--- config.mk ---
export PLATFORM = sky130hd
export DESIGN_NAME = uart_core
export DESIGN_NICKNAME = d
export VERILOG_FILES = /design/src/rtl/uart_pkg.sv /design/src/rtl/uart_baud_gen.sv /design/src/rtl/uart_core.sv
export SDC_FILE = /design/constraint.sdc
export NUM_CORES = 1
export LEC_CHECK = 0
export ABC_AREA = 1
export CAP_MARGIN = 20
export CORE_UTILIZATION = 58
export DETAILED_ROUTE_END_ITERATION = 8
export DONT_BUFFER_PORTS = 1
export GPL_TIMING_DRIVEN = 1
export PLACE_DENSITY_LB_ADDON = 0.08
export SYNTH_ARGS = -nofsm -noshare
export SYNTH_HDL_FRONTEND = slang
export SYNTH_SLANG_ARGS = --single-unit
--- constraint.sdc ---
create_clock -name i_clk -period 1.7 [get_ports i_clk]
set_input_delay 0.17 -clock i_clk [delete_from_list [all_inputs] [get_ports i_clk]]
set_output_delay 0.17 -clock i_clk [all_outputs]
set_load 0.1 [all_outputs]
--- src/rtl/uart_pkg.sv ---
// Shared UART definitions: parity modes, TX/RX state encodings and the parity helper.
package uart_pkg;

   localparam logic [1:0] PAR_NONE = 2'd0;
   localparam logic [1:0] PAR_EVEN = 2'd1;
   localparam logic [1:0] PAR_ODD  = 2'd2;

   typedef enum logic [2:0] {TX_IDLE, TX_START, TX_DATA, TX_PARITY, TX_STOP} tx_state_e;
   typedef enum logic [2:0] {RX_IDLE, RX_START, RX_DATA, RX_PARITY, RX_STOP} rx_state_e;

   // Data is zero-extended to 9 bits by the caller, so extra bits never disturb the XOR.
   function automatic logic parity_calc(input logic [8:0] data, input logic [1:0] mode);
      logic p;
      p = ^data;
      if (mode == PAR_EVEN) return p;
      else if (mode == PAR_ODD) return ~p;
      else return 1'b0;
   endfunction

endpackage

--- src/rtl/uart_baud_gen.sv ---
// Oversample tick generator: one tick every i_div+1 clocks, restartable by i_clr.
module uart_baud_gen #(
   parameter int G_DIV_WIDTH = 16
) (
   input  logic                   i_clk,
   input  logic                   i_rst,
   input  logic                   i_clr,
   input  logic [G_DIV_WIDTH-1:0] i_div,
   output logic                   o_tick
);

   logic [G_DIV_WIDTH-1:0] cnt_q;
   logic [G_DIV_WIDTH-1:0] cnt_d;

   // i_div is only looked at on a reload, so a new divisor never cuts a count short.
   always_comb begin
      cnt_d = cnt_q - G_DIV_WIDTH'(1);
      if (i_clr || (cnt_q == '0)) cnt_d = i_div;
   end

   always_ff @(posedge i_clk) begin
      if (i_rst) cnt_q <= '0;
      else       cnt_q <= cnt_d;
   end

   assign o_tick = (cnt_q == '0) && !i_clr;

endmodule

--- src/rtl/uart_core.sv ---
// Full-duplex UART: independent TX and RX state machines, each paced by its own tick generator.
module uart_core
   import uart_pkg::*;
#(
   parameter int G_OVERSAMPLE  = 16,
   parameter int G_DIV_WIDTH   = 16,
   parameter int G_WORD_WIDTH  = 8,
   parameter int G_PARITY_MODE = 1,
   parameter int G_STOP_BITS   = 1
) (
   input  logic                    i_clk,
   input  logic                    i_rst,
   input  logic [G_DIV_WIDTH-1:0]  i_div,
   input  logic                    i_tx_valid,
   output logic                    o_tx_ready,
   input  logic [G_WORD_WIDTH-1:0] i_tx_data,
   output logic                    o_tx,
   output logic                    o_tx_busy,
   input  logic                    i_rx,
   output logic                    o_rx_valid,
   output logic [G_WORD_WIDTH-1:0] o_rx_data,
   output logic                    o_rx_parity_err,
   output logic                    o_rx_frame_err,
   output logic                    o_rx_break,
   output logic                    o_rx_busy
);

   localparam logic [4:0] OS_LAST   = 5'(G_OVERSAMPLE - 1);
   localparam logic [4:0] HALF_LAST = 5'(G_OVERSAMPLE / 2 - 1);
   localparam logic [3:0] BIT_LAST  = 4'(G_WORD_WIDTH - 1);
   localparam logic [3:0] STOP_LAST = 4'(G_STOP_BITS - 1);
   localparam logic [1:0] PMODE     = 2'(G_PARITY_MODE);
   localparam bit         PAR_EN    = (G_PARITY_MODE != 0);

   tx_state_e                 tx_state_q;
   logic                      tx_q, tx_ready_q, tx_busy_q, tx_par_q;
   logic [4:0]                tx_os_q;
   logic [3:0]                tx_bit_q;
   logic [G_WORD_WIDTH-1:0]   tx_shift_q;
   logic                      tx_hs, tx_tick;

   rx_state_e                 rx_state_q;
   logic                      rx_meta_q, rx_sync_q, rx_par_q;
   logic                      rx_valid_q, rx_perr_q, rx_ferr_q, rx_brk_q, rx_busy_q;
   logic [4:0]                rx_os_q;
   logic [3:0]                rx_bit_q;
   logic [G_WORD_WIDTH-1:0]   rx_shift_q, rx_data_q;
   logic                      rx_clr, rx_tick, rx_s;

   // TX handshake: a word is taken on any cycle where i_tx_valid and o_tx_ready are both high.
   assign tx_hs  = i_tx_valid && tx_ready_q;
   assign rx_s   = rx_sync_q;
   assign rx_clr = (rx_state_q == RX_IDLE) && !rx_s;

   uart_baud_gen #(.G_DIV_WIDTH(G_DIV_WIDTH)) u_tx_baud (
      .i_clk(i_clk), .i_rst(i_rst), .i_clr(tx_hs), .i_div(i_div), .o_tick(tx_tick));

   uart_baud_gen #(.G_DIV_WIDTH(G_DIV_WIDTH)) u_rx_baud (
      .i_clk(i_clk), .i_rst(i_rst), .i_clr(rx_clr), .i_div(i_div), .o_tick(rx_tick));

   always_ff @(posedge i_clk) begin
      if (i_rst) begin
         tx_state_q <= TX_IDLE;
         tx_q       <= 1'b1;
         tx_ready_q <= 1'b1;
         tx_busy_q  <= 1'b0;
         tx_par_q   <= 1'b0;
         tx_os_q    <= '0;
         tx_bit_q   <= '0;
         tx_shift_q <= '0;
      end else if (tx_state_q == TX_IDLE) begin
         if (tx_hs) begin
            tx_state_q <= TX_START;
            tx_q       <= 1'b0;
            tx_ready_q <= 1'b0;
            tx_busy_q  <= 1'b1;
            tx_shift_q <= i_tx_data;
            tx_par_q   <= parity_calc(9'(i_tx_data), PMODE);
            tx_os_q    <= '0;
            tx_bit_q   <= '0;
         end
      end else if (tx_tick) begin
         if (tx_os_q != OS_LAST) begin
            tx_os_q <= tx_os_q + 5'd1;
         end else begin
            tx_os_q <= '0;
            case (tx_state_q)
               TX_START: begin
                  tx_state_q <= TX_DATA;
                  tx_q       <= tx_shift_q[0];
                  tx_shift_q <= tx_shift_q >> 1;
               end
               TX_DATA: begin
                  if (tx_bit_q == BIT_LAST) begin
                     tx_bit_q <= '0;
                     if (PAR_EN) begin
                        tx_state_q <= TX_PARITY;
                        tx_q       <= tx_par_q;
                     end else begin
                        tx_state_q <= TX_STOP;
                        tx_q       <= 1'b1;
                     end
                  end else begin
                     tx_bit_q   <= tx_bit_q + 4'd1;
                     tx_q       <= tx_shift_q[0];
                     tx_shift_q <= tx_shift_q >> 1;
                  end
               end
               TX_PARITY: begin
                  tx_state_q <= TX_STOP;
                  tx_q       <= 1'b1;
               end
               TX_STOP: begin
                  if (tx_bit_q == STOP_LAST) begin
                     tx_state_q <= TX_IDLE;
                     tx_ready_q <= 1'b1;
                     tx_busy_q  <= 1'b0;
                  end else begin
                     tx_bit_q <= tx_bit_q + 4'd1;
                  end
               end
               default: tx_state_q <= TX_IDLE;
            endcase
         end
      end
   end

   always_ff @(posedge i_clk) begin
      if (i_rst) begin
         rx_meta_q  <= 1'b1;
         rx_sync_q  <= 1'b1;
         rx_state_q <= RX_IDLE;
         rx_par_q   <= 1'b0;
         rx_valid_q <= 1'b0;
         rx_perr_q  <= 1'b0;
         rx_ferr_q  <= 1'b0;
         rx_brk_q   <= 1'b0;
         rx_busy_q  <= 1'b0;
         rx_os_q    <= '0;
         rx_bit_q   <= '0;
         rx_shift_q <= '0;
         rx_data_q  <= '0;
      end else begin
         rx_meta_q  <= i_rx;
         rx_sync_q  <= rx_meta_q;
         rx_valid_q <= 1'b0;
         if (rx_state_q == RX_IDLE) begin
            if (!rx_s) begin
               rx_state_q <= RX_START;
               rx_os_q    <= '0;
               rx_par_q   <= 1'b0;
            end
         end else if (rx_tick) begin
            if (rx_state_q == RX_START) begin
               // Half a bit in: still low means a real start bit, otherwise a glitch.
               if (rx_os_q == HALF_LAST) begin
                  rx_os_q  <= '0;
                  rx_bit_q <= '0;
                  if (!rx_s) begin
                     rx_state_q <= RX_DATA;
                     rx_busy_q  <= 1'b1;
                  end else begin
                     rx_state_q <= RX_IDLE;
                  end
               end else begin
                  rx_os_q <= rx_os_q + 5'd1;
               end
            end else if (rx_os_q != OS_LAST) begin
               rx_os_q <= rx_os_q + 5'd1;
            end else begin
               rx_os_q <= '0;
               case (rx_state_q)
                  RX_DATA: begin
                     rx_shift_q <= {rx_s, rx_shift_q[G_WORD_WIDTH-1:1]};
                     if (rx_bit_q == BIT_LAST) rx_state_q <= PAR_EN ? RX_PARITY : RX_STOP;
                     else                      rx_bit_q   <= rx_bit_q + 4'd1;
                  end
                  RX_PARITY: begin
                     rx_par_q   <= rx_s;
                     rx_state_q <= RX_STOP;
                  end
                  RX_STOP: begin
                     rx_valid_q <= 1'b1;
                     rx_data_q  <= rx_shift_q;
                     rx_perr_q  <= PAR_EN && (rx_par_q != parity_calc(9'(rx_shift_q), PMODE));
                     rx_ferr_q  <= !rx_s;
                     rx_brk_q   <= !rx_s && (rx_shift_q == '0) && !rx_par_q;
                     rx_busy_q  <= 1'b0;
                     rx_state_q <= RX_IDLE;
                  end
                  default: rx_state_q <= RX_IDLE;
               endcase
            end
         end
      end
   end

   assign o_tx            = tx_q;
   assign o_tx_ready      = tx_ready_q;
   assign o_tx_busy       = tx_busy_q;
   assign o_rx_valid      = rx_valid_q;
   assign o_rx_data       = rx_data_q;
   assign o_rx_parity_err = rx_perr_q;
   assign o_rx_frame_err  = rx_ferr_q;
   assign o_rx_break      = rx_brk_q;
   assign o_rx_busy       = rx_busy_q;

endmodule
; Word-level counts from Yosys, hierarchy flattened
; Cells that the tools add are included.
[word_totals]
reg_bits = 92
rom_bits = 0
latch_bits = 0
n_memories = 0
ram_bits = 0
output_inout_bits = 16
[op_classes]
n_mul = 0
reduce_logical = 45
n_bitwise = 4
div = 0
eq_ne = 30
shifts = 0
muxes = 81
n_addsub = 6
magnitude_cmp = 0
[ops]
columns = op, count
row1 = 2-to-1 mux 5 bit, 10
row2 = 2-to-1 mux 4 bit, 11
row3 = 2-to-1 mux 8 bit, 5
row4 = AND reduction 5 bit, 8
row5 = 2-to-1 mux 3 bit, 13
row6 = 2-to-1 mux 1 bit, 34
row7 = logical NOT 16 bit, 2
row8 = 2-to-1 mux 16 bit, 2
row9 = subtractor 16 x 1 -> 16 bit (second input constant), 2
row10 = XOR reduction 9 bit, 2
row11 = case mux 8 bit (2 select lines), 1
row12 = inequality test 3 bit (second input constant), 5
row13 = inequality test 2 bit (second input constant), 7
row14 = nonzero test 2 bit, 7
row15 = equality test 3 x 2 -> 1 bit (second input constant), 4
row16 = case mux 3 bit (4 select lines), 1
row17 = AND reduction 6 bit, 2
row18 = adder 5 x 1 -> 5 bit (second input constant), 2
row19 = inequality test 5 x 4 -> 1 bit (second input constant), 2
row20 = adder 4 x 1 -> 4 bit (second input constant), 2
row21 = equality test 4 x 3 -> 1 bit (second input constant), 2
row22 = logical NOT 8 bit, 1
row23 = case mux 4 bit (2 select lines), 1
row24 = equality test 3 x 1 -> 1 bit (second input constant), 2
row25 = other kinds (20), 38

; Depth between registers and ports, before layout
[depth]
ltp_word = 8
ltp_mapped = 13
mapped_depth_nobuf = 12

; Modules after synthesis
; From an unflattened synthesis, not the netlist that was laid out.
[hier_totals]
hier_cells = 831
hier_area_um2 = 5368.9
[by_module_without_submodules]
columns = module, cells_each, area_per_inst_um2, seq_area_each_um2, instances
row1 = uart_core, 489, 3281.9, 1201.2, 1
row2 = uart_baud_gen, 171, 1043.5, 320.3, 2

; Worst setup path before layout
; Ideal clock, no wire load.
[synth_path]
kind = reg2reg
start = register tx_ready_q (netlist: o_tx_ready)
end = register tx_shift_q[6]
t_arrival_ns = 1.918
setup_slack_ns = -0.331
path_buffers = 0
required_time_ns = 1.587
setup_time_ns = 0.113
path_stages_with_launch = 8
cell_sequence = dfxtp_1 -> nand2_1 -> inv_1 -> nand2_4 -> a21oi_4 -> nand3_4 -> nor2_1 -> nor2_1
[synth_between]
elab_chain_cells = 5
[synth_rtl]
columns = element, line_no
row1 = "start, declared", uart_core.sv:36  ; logic tx_q, tx_ready_q, tx_busy_q, tx_par_q;
row2 = "start signal, assigned", uart_core.sv:65  ; tx_ready_q <= 1'b1;
row3 = "start signal, assigned", uart_core.sv:75  ; tx_ready_q <= 1'b0;
row4 = "start signal, assigned", uart_core.sv:116  ; tx_ready_q <= 1'b1;
row5 = logical AND 1 bit (*), uart_core.sv:51  ; assign tx_hs = i_tx_valid && tx_ready_q;
row6 = logical NOT 1 bit, uart_baud_gen.sv:26  ; assign o_tick = (cnt_q == '0) && !i_clr;
row7 = logical AND 1 bit, uart_baud_gen.sv:26
row8 = nonzero test 2 bit (no source line), n/a
row9 = AND reduction 5 bit (no source line) (*), n/a
row10 = "end signal, assigned", uart_core.sv:77  ; tx_shift_q <= i_tx_data;
row11 = "end signal, assigned", uart_core.sv:91  ; tx_shift_q <= tx_shift_q >> 1;
row12 = "end signal, assigned", uart_core.sv:106  ; tx_shift_q <= tx_shift_q >> 1;
row13 = "end, declared", uart_core.sv:39  ; logic [G_WORD_WIDTH-1:0] tx_shift_q;
; Mark *: on every way between the ends. The rest lies on a longest branch, timed or not.
; A chain may end at the register's enable or synchronous reset.

; Worst setup path in the final report
[layout_path]
start = register rx_os_q[1]
end = register rx_state_q[1]
[layout_between]
elab_chain_cells = 3
[layout_rtl]
columns = element, line_no
row1 = "start, declared", uart_core.sv:45  ; logic [4:0] rx_os_q;
row2 = "start signal, assigned", uart_core.sv:166  ; rx_os_q <= rx_os_q + 5'd1;
row3 = "start signal, assigned", uart_core.sv:169  ; rx_os_q <= rx_os_q + 5'd1;
row4 = equality test 5 x 3 -> 1 bit / inequality test 5 x 4 -> 1 bit (equally long branches), "uart_core.sv:156, uart_core.sv:168"
row5 = inequality test 3 x 2 -> 1 bit (no source line) / inequality test 3 bit (equally long branches), n/a
row6 = AND reduction 5 bit (no source line) (*), n/a
row7 = "end signal, assigned", uart_core.sv:175  ; if (rx_bit_q == BIT_LAST) rx_state_q <= PAR_EN ? RX_PARITY : RX_STOP;
row8 = "end, declared", uart_core.sv:42  ; rx_state_e rx_state_q;
; Marks and branches as above.

==> impl_results.md <==
* WP data arrival at 1860 ps
* Clk buf depth at 2
* Delay-heaviest family, CP: simple AND/OR/NAND/NOR gates
* Hold Crit Class: in -> reg
* Post-Route WL at 11.6 mm
* Final setup vio count at 0
* Max Fclk at 628 MHz
* Vias in the first global route at 4267
* WS Path Type: reg -> reg
* Synth top area share at 0.359
* Antenna viol nets, final at 0
* I/O Buffers at 0
* Yosys warnings at 0
* Peak supply drop at 0.000764 V
* Skew final at 14.4 ps
* Worst setup EP type: flop
* DR DRC count at 0
* Dpl cell area at 5400 um^2
* Rel. slew slack at 0.731
* Syn nets at 776
* Buf/Inv on CP at 2
* Largest net degree at the start of global routing at 41
* Die Height at 96.1 um
* GP Congestion at 0.850
* Post-Syn Area at 5130 um^2
* Failing checks: negative hold slack
* Switch Pwr at 4.53 mW
* Logic pwr share at 0.541
* CP startpoint kind: flop
* Worst skew pair latency at 370 ps
* Grt ovf at 0
* Final min period at 1590 ps
* Pre-antenna DRT Iters at 4
* DR WL/cell at 13.0 um
* Max Transition Viols Final at 0
* Die area at 9230 um^2
* Core Area at 8380 um^2
* Tot GR Track Use at 0.260
* TritonCTS clock tree: built
* Sequential share of power at 0.311
* Vias per inst at 5.27
* Proportion of layout cells with a drive suffix above 1 at 0.187
* Clk sinks at 92
* Max Cap Viol at 0
* Status: finished, violations left
* CTS clk-pin slew, worst paths at 90 ps
* Die Wd at 96.1 um
* Final setup TNS at 0 ps
* Area contributors post-synth: dfxtp_1 (36%), nand2_1 (11%), nor2_1 (9.9%)
* Crit-path slowest cell: dfxtp_2
* Fill cells at 676
* Synthesized instance count at 735
* Final instance area at 6030 um^2
* CTS buffer count at 9
* Area grow syn2layout at 17.4%
* H-tree Lvls at 3
* Initial core utilization at 0.612
* Leak at 2.77 nW
* Syn avg cell area at 6.98 um^2
* Netlist cell types at 37
* P_int at 5.10 mW
* Worst path cell trace: ha_4 -> buf_4 -> buf_4 -> nand4_1 -> nand2_1 -> nand2_1 -> nor2_4 -> nand2_2 -> o21ai_2 -> nor2_1
* Num ports at 44
* Final period utilization at 0.937
* Net Sw Frac at 0.471
* Seq/Total Area, Yosys at 0.359
* Seq cells post-synth at 92
* CP peak stage delay at 370 ps
* Final hold slack at -23.9 ps
* Worst slew pin tran at 403 ps
* PwrDens at 1600 nW/um^2
* CP required at 1970 ps
* Total power at 9.63 mW
* DR iter-0 viols at 186
* Row count at 33
* Vias at 4723
* Layout Nets at 828
* Cell Count, Final, Fillers Out at 897
* Antenna violations before repair at 0
* CP Max Fanout at 4
* Clock Power Share at 0.149
* RSZ-0062 raised after global routing: yes
* Clock root cell: clkbuf_8
* DP Cell Count at 853
* Post-DP HPWL at 7.90 mm
* Yosys top cell by area: dfxtp_1
* Final hold vios at 1
* First-pass GRT wire length at 18.9 mm
* Inserted Diodes at 0
worst register-to-register path, stage by stage, from the launching register on:
cell and delay, ps:
dfxtp_2 370, ha_4 150, buf_4 100, buf_4 100, nand4_1 130, nand2_1 120
nand2_1 90, nor2_4 140, nand2_2 100, o21ai_2 150, nor2_1 50
cell families after synthesis:
kind of cell,after synthesis,share of synthesized area
DFF,92,0.359
and+or+nand+nor,383,0.353
AOI/OAI and AO/OA,113,0.116
xor gates and xnor gates,35,0.0597
buffers and inverters,99,0.0807
adders and majority gates,13,0.0317
cells in the mapped netlist (all sizes together):
library cell and instances:
nand2 163, nor2 150, dfxtp 92, inv 79, o21ai 58, a21oi 49
nand3 34, xnor2 21, nand4 16, xor2 14, ha 13, buf 12
nor3 9, clkbuf 8, nand3b 5, o21bai 3, or2 3, a31oi 2
nand2b 2, nor4 1, o211ai 1
layout by cell type, fill, tap and decap left out, types with 3 or more instances in the layout:
cell type,n
o21ai_1,11
nand3_4,4
nor2_2,8
o21bai_1,3
inv_1,60
clkbuf_8,11
dfxtp_2,4
xnor2_1,21
buf_4,45
buf_12,3
ha_4,4
nand2_4,11
nand2_2,7
a21oi_1,46
nor3_1,7
dlygate4sd3_1,12
nor2_4,9
or2_2,3
nand3b_1,5
nand3_1,28
nand2_1,145
dfxtp_1,88
ha_1,8
inv_4,3
xor2_1,14
o21ai_0,44
nor2_1,130
nand4_1,16
nor2_8,3
inv_2,16
layer usage:
layer	wire, um	up-vias	GRT usage
li1	-	2442	-
met1	5310	2147	0.329
met2	5520	110	0.447
met3	551	24	0.0450
met4	257	0	0.0871
met5	0	-	0
final timing paths:
kind | start | to | slack, ps | cells past startpoint
worst max register to register | rx_os_q[1] | rx_state_q[1] | 110 | 10
worst max-delay path | rx_os_q[1] | rx_state_q[1] | 110 | 10
worst min register to register | rx_meta_q | rx_s | 420 | 1
worst min-delay path | i_div[15] | u_rx_baud.cnt_q[15] | -20 | 2
state kept, by name (all words and copies together), names as in the netlist, 4 cells and up:
register         flops
o_rx_data            8
rx_bit_q             4
rx_os_q              5
rx_shift_q           8
tx_bit_q             4
tx_os_q              5
tx_shift_q           8
u_rx_baud.cnt_q     16
u_tx_baud.cnt_q     16
per-stage QoR:
| step | worst slack (ps) | util |
|---|---|---|
| CTS | 1.44 | 0.694 |
| detailed placement | -105 | 0.645 |
| finish | 107 | 0.719 |
| global placement | -59.9 | 0.645 |
| floorplan | 16.9 | - |
| global route | -45.4 | 0.719 |
repair_timing:
item                       CTS  global route
gates resized for setup     11            38
hold endpoints to repair    48             0
pin swaps                    6            18
setup endpoints to repair   29            85
hold buffers                13             0
setup buffers                7             7
gates cloned                 0             1
power by group through the flow:
stage	clock [mW]	sequential, mW	combinational (mW)
final	1.43	2.99	5.21
after global routing	1.51	3.05	5.84
after CTS	1.43	2.98	4.79
after detailed placement	0	3.02	4.57
after global placement	0	3.02	4.48
after floorplan	0	3.14	3.65
final cells by class:
| class | instances | area (um^2) | share of cell area |
|---|---|---|---|
| Inverter | 79 | 304 | 0.0504 |
| Tap cell | 105 | 131 | 0.0218 |
| Sequential cell | 92 | 1850 | 0.306 |
| Clock buffer | 11 | 151 | 0.0251 |
| Multi-Input combinational cell | 545 | 3040 | 0.505 |
| Clock inverter | 5 | 35.0 | 0.00581 |
| Timing Repair Buffer | 60 | 518 | 0.0859 |
Note: power is estimated with default switching activity, not from simulation.
